File: src/rtl/sba_axi_pkg.sv
// sba_axi_pkg -- FSM state encoding and AXI response codes shared by the
// SBA-to-AXI-Lite bridge and anything that observes it.
package sba_axi_pkg;

  typedef enum logic [2:0] {
    IDLE    = 3'd0,
    WR_REQ  = 3'd1,
    WR_RESP = 3'd2,
    RD_REQ  = 3'd3,
    RD_RESP = 3'd4,
    DONE    = 3'd5
  } state_e;

  localparam logic [1:0] RESP_OKAY   = 2'b00;
  localparam logic [1:0] RESP_EXOKAY = 2'b01;
  localparam logic [1:0] RESP_SLVERR = 2'b10;
  localparam logic [1:0] RESP_DECERR = 2'b11;

  // Anything other than OKAY is reported upstream as an error.
  function automatic logic resp_is_err(input logic [1:0] resp);
    return resp != RESP_OKAY;
  endfunction

endpackage

File: src/rtl/sba_axi_lite_bridge.sv
// sba_axi_lite_bridge -- turns single SBA requests into AXI-Lite transactions,
// one outstanding at a time, and reports completion with a one-cycle
// r_valid_o pulse. Define SBA_AXI_ERRCNT_EN to add a saturating 16-bit count
// of error responses on err_cnt_o; without it err_cnt_o is tied to zero.
module sba_axi_lite_bridge
  import sba_axi_pkg::*;
#(
  parameter int unsigned AddrWidth = 64,
  parameter int unsigned DataWidth = 64  // 32 or 64
) (
  input  logic                   clk_i,
  input  logic                   rst_ni,
  // SBA responder
  input  logic                   req_i,
  input  logic                   we_i,
  input  logic [AddrWidth-1:0]   addr_i,
  input  logic [DataWidth-1:0]   wdata_i,
  input  logic [DataWidth/8-1:0] be_i,
  output logic                   gnt_o,
  output logic                   r_valid_o,
  output logic [DataWidth-1:0]   r_rdata_o,
  // AXI-Lite write master
  output logic                   aw_valid_o,
  input  logic                   aw_ready_i,
  output logic [AddrWidth-1:0]   aw_addr_o,
  output logic                   w_valid_o,
  input  logic                   w_ready_i,
  output logic [DataWidth-1:0]   w_data_o,
  output logic [DataWidth/8-1:0] w_strb_o,
  input  logic                   b_valid_i,
  output logic                   b_ready_o,
  input  logic [1:0]             b_resp_i,
  // AXI-Lite read master
  output logic                   ar_valid_o,
  input  logic                   ar_ready_i,
  output logic [AddrWidth-1:0]   ar_addr_o,
  input  logic                   r_valid_i,
  output logic                   r_ready_o,
  input  logic [DataWidth-1:0]   r_data_i,
  input  logic [1:0]             r_resp_i,
  // Status
  output logic                   err_o,
  output logic [15:0]            err_cnt_o
);

  localparam int unsigned StrbWidth = DataWidth / 8;

  state_e                 state_q, state_d;
  logic                   grant;
  logic                   aw_done_q, w_done_q;
  logic                   err_q;
  logic [AddrWidth-1:0]   addr_q;
  logic [DataWidth-1:0]   wdata_q;
  logic [StrbWidth-1:0]   be_q;
  logic [DataWidth-1:0]   rdata_q;

  // State register.
  // NOTE: clocked state uses non-blocking assignments so every flop samples
  // pre-edge values regardless of block ordering.
  always_ff @(posedge clk_i or negedge rst_ni) begin
    if (!rst_ni) state_q <= IDLE;
    else         state_q <= state_d;
  end

  // Next-state decode and handshake outputs.
  // NOTE: every output of this block gets a default first so no path through
  // the case statement leaves a latch behind.
  always_comb begin
    state_d    = state_q;
    grant      = 1'b0;
    aw_valid_o = 1'b0;
    w_valid_o  = 1'b0;
    b_ready_o  = 1'b0;
    ar_valid_o = 1'b0;
    r_ready_o  = 1'b0;
    r_valid_o  = 1'b0;
    err_o      = 1'b0;
    unique case (state_q)
      IDLE: begin
        grant = req_i;
        if (req_i) state_d = we_i ? WR_REQ : RD_REQ;
      end
      WR_REQ: begin
        // AW and W retire independently; leave once both have handshaken,
        // counting a handshake that completes on this edge.
        aw_valid_o = ~aw_done_q;
        w_valid_o  = ~w_done_q;
        if ((aw_done_q | aw_ready_i) & (w_done_q | w_ready_i)) state_d = WR_RESP;
      end
      WR_RESP: begin
        b_ready_o = 1'b1;
        if (b_valid_i) state_d = DONE;
      end
      RD_REQ: begin
        ar_valid_o = 1'b1;
        if (ar_ready_i) state_d = RD_RESP;
      end
      RD_RESP: begin
        r_ready_o = 1'b1;
        if (r_valid_i) state_d = DONE;
      end
      DONE: begin
        // A request seen here waits for the IDLE cycle that follows.
        r_valid_o = 1'b1;
        err_o     = err_q;
        state_d   = IDLE;
      end
      default: state_d = IDLE;
    endcase
  end

  // The grant is masked while reset is held so gnt_o reads zero then.
  assign gnt_o = grant & rst_ni;

  // Track which of the AW / W handshakes have already completed.
  always_ff @(posedge clk_i or negedge rst_ni) begin
    if (!rst_ni) begin
      aw_done_q <= 1'b0;
      w_done_q  <= 1'b0;
    end else if (grant) begin
      aw_done_q <= 1'b0;
      w_done_q  <= 1'b0;
    end else if (state_q == WR_REQ) begin
      if (aw_ready_i) aw_done_q <= 1'b1;
      if (w_ready_i)  w_done_q  <= 1'b1;
    end
  end

  // Capture the SBA request on the grant edge.
  // NOTE: these registers carry no reset; they are only observed while the
  // AXI valid they qualify is high, which is never straight out of reset.
  always_ff @(posedge clk_i) begin
    if (grant) begin
      addr_q  <= addr_i;
      wdata_q <= wdata_i;
      be_q    <= be_i;
    end
  end

  // Register the completion data and error flag on the B or R handshake.
  always_ff @(posedge clk_i or negedge rst_ni) begin
    if (!rst_ni) begin
      rdata_q <= '0;
      err_q   <= 1'b0;
    end else if ((state_q == WR_RESP) && b_valid_i) begin
      rdata_q <= '0;
      err_q   <= resp_is_err(b_resp_i);
    end else if ((state_q == RD_RESP) && r_valid_i) begin
      rdata_q <= r_data_i;
      err_q   <= resp_is_err(r_resp_i);
    end
  end

  assign aw_addr_o = addr_q;
  assign ar_addr_o = addr_q;
  assign w_data_o  = wdata_q;
  assign w_strb_o  = be_q;
  assign r_rdata_o = rdata_q;

`ifdef SBA_AXI_ERRCNT_EN
  logic [15:0] err_cnt_q;

  // Saturating count of error completions.
  always_ff @(posedge clk_i or negedge rst_ni) begin
    if (!rst_ni)                            err_cnt_q <= '0;
    else if (err_o && (err_cnt_q != 16'hFFFF)) err_cnt_q <= err_cnt_q + 16'd1;
  end

  assign err_cnt_o = err_cnt_q;
`else
  assign err_cnt_o = '0;
`endif

endmodule

File: config.mk
export PLATFORM = sky130hd
export DESIGN_NAME = sba_axi_lite_bridge
export DESIGN_NICKNAME = d
export VERILOG_FILES = /design/src/rtl/sba_axi_pkg.sv /design/src/rtl/sba_axi_lite_bridge.sv
export SDC_FILE = /design/constraint.sdc
export NUM_CORES = 1
export LEC_CHECK = 0
export CORE_AREA = 8 8 188 190
export CTS_BUF_LIST = sky130_fd_sc_hd__clkbuf_4 sky130_fd_sc_hd__clkbuf_8
export DETAILED_ROUTE_END_ITERATION = 16
export DIE_AREA = 0 0 196 198
export GPL_TIMING_DRIVEN = 0
export SLEW_MARGIN = 20
export SYNTH_ARGS = -nofsm -noshare
export SYNTH_HDL_FRONTEND = slang
export SYNTH_SLANG_ARGS = --single-unit
File: constraint.sdc
create_clock -name clk_i -period 19 [get_ports clk_i]
set_input_delay 3.8 -clock clk_i [delete_from_list [all_inputs] [get_ports clk_i]]
set_output_delay 3.8 -clock clk_i [all_outputs]
set_load 0.05 [all_outputs]
==> results of run 1 <==
## synthesized netlist by cell type, drive strengths merged
master	number	area [sq um]
edfxtp	136	4080
buf	92	678
dfrtp	70	1750
a22o	64	561
a21oi	7	38.8
nor2	7	26.3
and2	3	18.8
clkbuf	3	11.3
a221o	2	20.0
inv	2	7.50
o21a	2	15.0
and2b	1	7.51
and3b	1	8.76
and4bb	1	12.5
conb	1	3.75
nand2	1	3.75
nand2b	1	6.26
nor2b	1	6.26
nor3	1	5.00
nor3b	1	7.51
o21ai	1	5.00
o21bai	1	7.51
o221a	1	11.3
o221ai	1	8.76
or3b	1	8.76
## placed cells by master (no fill, tap or decap), types with 2 or more instances in the layout
master           Yosys  routed
o21a_1               2       2
buf_2                5       5
buf_16               0       3
clkbuf_8             0      45
bufinv_16            0       3
clkinvlp_4           0       2
diode_2              0       3
clkbuf_1             3       3
clkdlybuf4s50_1      0     483
clkinv_1             0       4
dfrtp_1             70      70
clkinv_2             0       4
nor2_1               7       6
edfxtp_1           136     136
buf_4               87      88
a221o_1              2       2
and2_1               3       3
a22o_1              64      64
clkbuf_4             0      10
buf_12               0       4
a21oi_1              6       6
conb_1               1      16
## metal layers
layer | GRT usage, % | share of wire [%] | vias up
met3 | 7.33 | 12 | 40
met1 | 14.0 | 35 | 2651
met2 | 24.6 | 50 | 343
met5 | 0 | 0.045 | -
met4 | 5.11 | 2.4 | 2
li1 | - | - | 2527
## cells by family (layout without fill, tap and decap cells)
| group | after synthesis | in the layout | synth area share, % |
|---|---|---|---|
| AOI/OAI and AO/OA | 79 | 79 | 9.12 |
| buffers and inverters | 97 | 657 | 9.53 |
| DFF | 206 | 206 | 79.8 |
| other | 1 | 19 | 0.0513 |
| and+or+nand+nor | 19 | 19 | 1.52 |
## path summary, 6_finish.rpt
path | depth (start not counted) | slack [ns] | end
max | 6 | 8.86 | gnt_o
min | 1 | 0.50 | r_rdata_o[59]
max reg2reg | 6 | 16.57 | ar_addr_o[43]
min reg2reg | 1 | 0.50 | r_rdata_o[59]
max in group asynchronous | 2 | 15.22 | r_rdata_o[50]
min in group asynchronous | 1 | 3.20 | r_rdata_o[17]
## stage by stage
step	cells	instance area, sq um	setup slack [ns]	hold slack, ns
after floorplan	417	7370	4.42	0.471
after global placement	1309	12700	0.477	0.482
after detailed placement	1316	12900	8.84	0.482
after CTS	1385	13700	8.82	0.500
after global routing	1388	13700	8.77	0.512
final	1388	13700	8.86	0.497
## final cells by class
cell class              instances  area share (%)
diodes                          3          0.0546
multi-input cells             114            6.15
well taps                     408            3.71
repair buffers                491            36.4
plain buffers                  95            5.02
flip-flops and latches        206            42.5
clock buffers                  55            5.05
inverters                       2          0.0546
clock inverters                14            1.08
## power groups by stage
stage	Combinational, uW	Sequential, uW	Clock (uW)
detailed placement	1030	678	0
floorplan	268	1050	0
CTS	1030	675	486
finish	1010	673	466
global route	1050	687	504
global placement	996	704	0
## sequential cells by signal, indices dropped and copies added (netlist names)
| name | count |
|---|---|
| r_rdata_o | 64 |
| state_q | 3 |
| w_strb_o | 8 |
| ar_addr_o | 64 |
| err_q | 1 |
| w_data_o | 64 |
| aw_done_q | 1 |
| w_done_q | 1 |
==> results.tsv, run 1 <==
metric	value	unit
Final period util	53.4	%
worst ir drop on vdd	0.0874	mV
Tot GR Track Use	14.0	%
number of max-cap violations	0	
TritonCTS clock tree	built	
Flop pwr share	31.3	%
hold_buf cts	0	
overall routed net length	28600	um
hpwl dp	23200	um
critical path type	in2out	
Worst-path clk slew	0.05	ns
Int Pwr	1240	uW
setup bufs post-CTS	0	
# clock sinks	206	
post-synth cell types	28	
crit path launch	req_i	
clock power share	21.6	%
clock tree buffer depth	3	
Rows	66	
fraction of layout cells with a size suffix above 1	17.3	%
sw frac	42.2	%
fin. max-slew vios	0	
RSZ-0062 raised after global routing	false	
slew at the pin with the worst max-slew slack	0.640	ns
cts bufs inserted	39	
core area	32200	sq um
Ys Warns	0	
1st-iter DRT viols	177	
Achievable Freq	0.0986	GHz
hold path start	r_rdata_o[59]	
Sum Neg Setup Slack	0	ns
flops & latches, synth	206	
syn avg cell area	18.2	sq um
Sw Pwr	909	uW
Req. time, crit path	15.20	ns
Critical Path Max Stage Delay	0.81	ns
final net count	1162	
WP data arrival	6.34	ns
Worst Path Max Fanout	23	
Starting Density	22.7	%
CP endpoint kind	output port	
GP Congestion	0.772	
Root Driver	clkbuf_8	
CTS HTree Levels	2	
grt ovf	0	
Worst path slowest cell	clkdlybuf4s50_1	
Pwr Density	157	nW/um^2
final hold violations	0	
cts repair resizes	0	
first-pass GRT wire length	40800	um
Worst slew margin	57.2	%
Cells after Synth	402	
clk_skew	0.0182	ns
PortBufs	484	
CP most frequent cell	clkdlybuf4s50_1	
Clock Latency Late Sink	0.52	ns
min Tclk post-route	10.14	ns
final core utilization	42.7	%
chip width	196	um
sequential cell area fraction in the yosys report	79.8	%
status	complete, no violations	
FF-to-FF Start	state_q[2]	
final antenna-violating net count	0	
vias in the first global route	6081	
critical-path cell list	clkdlybuf4s50_1 > or3b_1 > nor2_4 > buf_12 > and2_1 > clkdlybuf4s50_1	
HP Class	reg2reg	
FF/Latch Area	5840	sq um
area of the multi-input gates	846	sq um
static leakage	0.00542	uW
vias per inst	4.01	
IO Count	501	
DIE HEIGHT	198	um
number of remaining DRC errors	0	
vias after detailed routing	5563	
Logic pwr share	47.1	%
Pwr Total	2150	uW
Initial DRT Pass Iterations	4	
Final setup viols	0	
CP Buf/Inv Count	3	
Mapped Area	7310	sq um
Crit path max-delay family	buffers and inverters	
largest net degree at the start of global routing	43	
CP startpoint kind	primary input	
DIE AREA	38800	sq um
Routed wire per std cell	20.6	um
initial antenna violation count	4	
filler instances	2994	
Area growth syn-to-layout	87.9	%
Power figures use the tool's default switching activity.
==> run 2: changes to the inputs <==
--- a/config.mk
+++ b/config.mk
@@ -5,10 +5,10 @@
 export SDC_FILE = /design/constraint.sdc
 export NUM_CORES = 1
 export LEC_CHECK = 0
-export CORE_AREA = 8 8 188 190
+export CORE_AREA = 8 8 187 189
 export CTS_BUF_LIST = sky130_fd_sc_hd__clkbuf_4 sky130_fd_sc_hd__clkbuf_8
 export DETAILED_ROUTE_END_ITERATION = 16
-export DIE_AREA = 0 0 196 198
+export DIE_AREA = 0 0 195 197
 export GPL_TIMING_DRIVEN = 0
 export SLEW_MARGIN = 20
 export SYNTH_ARGS = -nofsm -noshare
==> constraint.sdc (replaced) <==
create_clock -name clk_i -period 8.79 [get_ports clk_i]
set_input_delay 1.758 -clock clk_i [delete_from_list [all_inputs] [get_ports clk_i]]
set_output_delay 1.758 -clock clk_i [all_outputs]
set_load 0.05 [all_outputs]
==> results.tsv, run 2 (synthesis results as in run 1) <==
metric	value	unit	change
min Tclk post-route	6.45	ns	
Int Pwr	2660	uW	+110%
commonest non-fill, non-tap cells in the layout	clkdlybuf4s50_1, edfxtp_1, buf_4		
final antenna-violating net count	0		unchanged
Sw Pwr	1940	uW	+110%
crit path launch	req_i		
commonest non-fill, non-tap cell in the layout	clkdlybuf4s50_1		
Flop pwr share	31.6	%	+0.3 points
Achievable Freq	0.155	GHz	
Pwr Total	4600	uW	+110%
first-pass GRT wire length	40200	um	-1.5%
Initial DRT Pass Iterations	4		unchanged
hold_buf cts	0		unchanged
number of remaining DRC errors	0		unchanged
Req. time, crit path	7.03	ns	-8.17 ns
clock tree buffer depth	3		unchanged
core area	32000	sq um	-0.51%
number of max-cap violations	0		unchanged
vias per inst	3.97		-1.1%
vias after detailed routing	5480		-1.5%
critical path type	in2out		
largest net degree at the start of global routing	50		+16%
vias in the first global route	6079		-0.033%
PortBufs	484		unchanged
Worst-path clk slew	0.05	ns	about the same
hold path start	r_rdata_o[56]		
fraction of layout cells with a size suffix above 1	17.0	%	-0.32 points
grt ovf	0		unchanged
WP data arrival	4.70	ns	-1.64 ns
Final period util	73.4	%	
1st-iter DRT viols	106		-40%
Area growth syn-to-layout	87.4	%	
status	complete, no violations		
CP endpoint kind	output port		
slew at the pin with the worst max-slew slack	0.740	ns	+0.0999 ns
clock power share	20.7	%	-0.9 points
IO Count	501		unchanged
filler instances	2929		-2.2%
cts bufs inserted	38		-2.6%
HP Class	reg2reg		
TritonCTS clock tree	built		
cts repair resizes	0		unchanged
overall routed net length	27800	um	-2.8%
Starting Density	22.8	%	+0.12 points
final hold violations	0		unchanged
static leakage	0.00541	uW	-0.18%
Worst slew margin	50.6	%	-6.6 points
Sum Neg Setup Slack	0	ns	unchanged
Worst Path Max Fanout	21		-8.7%
sw frac	42.1	%	-0.069 points
hpwl dp	22600	um	-2.8%
WHS	0.497	ns	+0.000575 ns
Clock Latency Late Sink	0.51	ns	about the same
Rows	66		unchanged
worst ir drop on vdd	0.178	mV	+100%
clk_skew	0.0127	ns	-0.00551 ns
chip width	195	um	-0.51%
final net count	1161		-0.086%
Pwr Density	336	nW/um^2	+110%
Reg2Reg Setup Slack	6.33	ns	-10.24 ns
Root Driver	clkbuf_8		
Logic pwr share	47.7	%	+0.6 points
FF-to-FF Start	state_q[2]		
DIE AREA	38400	sq um	-1.0%
fin. max-slew vios	0		unchanged
GP Congestion	0.736		-4.7%
CP startpoint kind	primary input		
Tot GR Track Use	13.8	%	-0.23 points
DIE HEIGHT	197	um	-0.51%
Routed wire per std cell	20.1	um	-2.4%
# clock sinks	206		unchanged
setup bufs post-CTS	0		unchanged
Final setup viols	0		unchanged
RSZ-0062 raised after global routing	false		
CTS HTree Levels	2		unchanged
initial antenna violation count	4		unchanged
## run 2: worst max-delay path, cell delays in order
cell             delay [ns]
clkdlybuf4s50_1        0.49
or3b_1                 0.44
nor2_4                 0.60
buf_16                 0.25
buf_16                 0.18
and2_1                 0.13
clkdlybuf4s50_1        0.80
## run 2: final cells by class
class	count	area, sq um	share of cell area [%]
buffer	95	689	5.03
tap	408	510	3.72
multi-input combinational	114	846	6.17
inverter	2	7.51	0.0548
sequential	206	5840	42.6
clock inverter	8	86.3	0.630
clock buffer	56	702	5.12
antenna	2	5.00	0.0365
timing repair buffer	491	5030	36.7
## run 2: stage by stage
stage / cell area [sq um] / utilization [%] / setup WS (ns) / std cells
after detailed placement: 12900 / 40.3 / 2.31 / 1316
after floorplan: 7370 / - / 0.650 / 417
final: 13700 / 42.8 / 2.34 / 1382
after global routing: 13700 / 42.8 / 2.21 / 1382
after global placement: 12700 / 39.7 / -2.20 / 1309
after CTS: 13700 / 42.8 / 2.30 / 1380
## run 2: worst paths after layout
kind	to	cells past startpoint
worst max register to register	ar_addr_o[11]	5
worst min-delay path	r_rdata_o[56]	1
worst min register to register	r_rdata_o[56]	1
min in group asynchronous	r_rdata_o[9]	1
worst max-delay path	gnt_o	7
max in group asynchronous	r_rdata_o[31]	2
## run 2: power groups by stage
| stage | clock network, uW | logic (uW) | registers [uW] |
|---|---|---|---|
| floorplan | 0 | 581 | 2250 |
| global placement | 0 | 2150 | 1500 |
| detailed placement | 0 | 2220 | 1460 |
| CTS | 1000 | 2220 | 1460 |
| global route | 1040 | 2280 | 1480 |
| finish | 954 | 2200 | 1450 |
## run 2: metal layers
| metal | share of wire, % | GRT usage, % | wire length, um |
|---|---|---|---|
| met5 | 0.097 | 0 | 27 |
| met4 | 2.8 | 4.72 | 781 |
| met3 | 12 | 7.28 | 3370 |
| met2 | 50 | 24.0 | 13800 |
| met1 | 35 | 14.1 | 9820 |
==> run 3: changes to the inputs <==
==> constraint.sdc (replaced) <==
create_clock -name clk_i -period 5.7 [get_ports clk_i]
set_input_delay 1.14 -clock clk_i [delete_from_list [all_inputs] [get_ports clk_i]]
set_output_delay 1.14 -clock clk_i [all_outputs]
set_load 0.05 [all_outputs]
==> results.tsv, run 3 (synthesis results as in run 1) <==
metric	value	unit	change
status	complete, no violations		
cts repair resizes	0		unchanged
Worst-path clk slew	0.05	ns	about the same
fin. max-slew vios	0		unchanged
DIE HEIGHT	197	um	unchanged
RSZ-0062 raised after global routing	false		
Pwr Density	514	nW/um^2	+53%
Rows	66		unchanged
Worst Path Max Fanout	27		+29%
WP data arrival	3.93	ns	-0.77 ns
Area growth syn-to-layout	86.7	%	
DIE AREA	38400	sq um	unchanged
Crit path max-delay family	buffers and inverters		
fraction of layout cells with a size suffix above 1	17.1	%	+0.17 points
Final setup viols	0		unchanged
number of remaining DRC errors	0		unchanged
Req. time, crit path	4.56	ns	-2.47 ns
initial antenna violation count	5		+1
# clock sinks	206		unchanged
DP Area	12900	sq um	-0.12%
Post-Place Cells	1316		unchanged
HP Class	reg2reg		
CP most frequent cell	clkdlybuf4s50_1		
final instance area	13700	sq um	-0.37%
clock tree buffer depth	3		unchanged
Critical Path Max Stage Delay	0.81	ns	about the same
Critical Path Stages	7		unchanged
static leakage	0.00538	uW	-0.43%
vias per inst	3.94		-0.67%
WHS	0.493	ns	-0.00442 ns
Achievable Freq	0.197	GHz	
final hold violations	0		unchanged
Tot GR Track Use	14.3	%	+0.52 points
TritonCTS clock tree	built		
core area	32000	sq um	unchanged
Clock Latency Late Sink	0.51	ns	about the same
CP endpoint kind	output port		
vias after detailed routing	5451		-0.53%
min Tclk post-route	5.07	ns	
Starting Density	22.8	%	unchanged
clk_skew	0.0112	ns	-0.00157 ns
first-pass GRT wire length	41500	um	+3.1%
final net count	1163		+0.17%
cts bufs inserted	40		+5.3%
CP Buf/Inv Count	4		unchanged
number of max-cap violations	0		unchanged
CP startpoint kind	primary input		
PortBufs	484		unchanged
Worst slew margin	56.3	%	+5.8 points
hold_buf cts	0		unchanged
final std cells w/o fill	1384		+0.14%
final core utilization	42.6	%	-0.16 points
overall routed net length	28400	um	+2.1%
WHS Path Cells	1		unchanged
Worst path slowest cell	clkdlybuf4s50_1		
slew at the pin with the worst max-slew slack	0.653	ns	-0.0867 ns
critical-path cell list	clkdlybuf4s50_1 > or3b_1 > nor2_4 > buf_16 > buf_12 > and2_1 > clkdlybuf4s50_1		
worst ir drop on vdd	0.282	mV	+59%
R2R depth	5		unchanged
CTS HTree Levels	2		unchanged
critical path type	in2out		
Sum Neg Setup Slack	0	ns	unchanged
GP Congestion	0.760		+3.3%
largest net degree at the start of global routing	54		+8.0%
commonest non-fill, non-tap cells in the layout	clkdlybuf4s50_1, edfxtp_1, buf_4		
Final period util	89.0	%	
setup bufs post-CTS	0		unchanged
chip width	195	um	unchanged
commonest non-fill, non-tap cell in the layout	clkdlybuf4s50_1		
grt ovf	0		unchanged
vias in the first global route	6234		+2.5%
Initial DRT Pass Iterations	4		unchanged
final antenna-violating net count	0		unchanged
Root Driver	clkbuf_8		
1st-iter DRT viols	130		+23%
IO Count	501		unchanged
Routed wire per std cell	20.5	um	+1.9%
hpwl dp	23200	um	+2.8%
run 3: report_power, final:
group / switching, uW / leakage (uW) / total (uW) / internal, uW
registers: 197 / 0.00219 / 2240 / 2040
clock network: 598 / 0.000402 / 1400 / 798
logic: 2200 / 0.00279 / 3380 / 1190
run 3: per-stage QoR:
stage	power [uW]	setup slack, ns
6_report	7020	0.628
3_5_place_dp	5680	0.610
2_1_floorplan	4350	0.352
5_1_grt	7340	0.481
4_1_cts	7130	0.605
3_3_place_gp	5610	-1.68
run 3: worst paths after layout:
| check | start | endpoint | slack (ns) |
|---|---|---|---|
| setup reg to reg | state_q[2] | ar_addr_o[46] | 3.36 |
| hold reg to reg | r_rdata_o[50] | r_rdata_o[50] | 0.49 |
| hold / removal | r_rdata_o[50] | r_rdata_o[50] | 0.49 |
| setup / recovery | req_i | gnt_o | 0.63 |
| max in group asynchronous | rst_ni | r_rdata_o[50] | 4.64 |
| min in group asynchronous | rst_ni | r_rdata_o[22] | 0.52 |
run 3: final cells by class:
class | instances | area, sq um
inverter | 2 | 7.51
clock buffer | 59 | 718
timing repair buffer | 491 | 5010
antenna | 2 | 5.00
fill | 2971 | 18400
multi-input combinational | 114 | 846
sequential | 206 | 5840
tap | 408 | 510
clock inverter | 7 | 33.8
buffer | 95 | 689
run 3: per-layer routing:
layer  wire (um)  GRT usage, %  vias to the layer above
met5          41             0                        -
met1        9890          14.3                     2554
li1            -             -                     2520
met4         436          3.93                        6
met3        3190          6.96                       41
met2       14800          26.1                      330
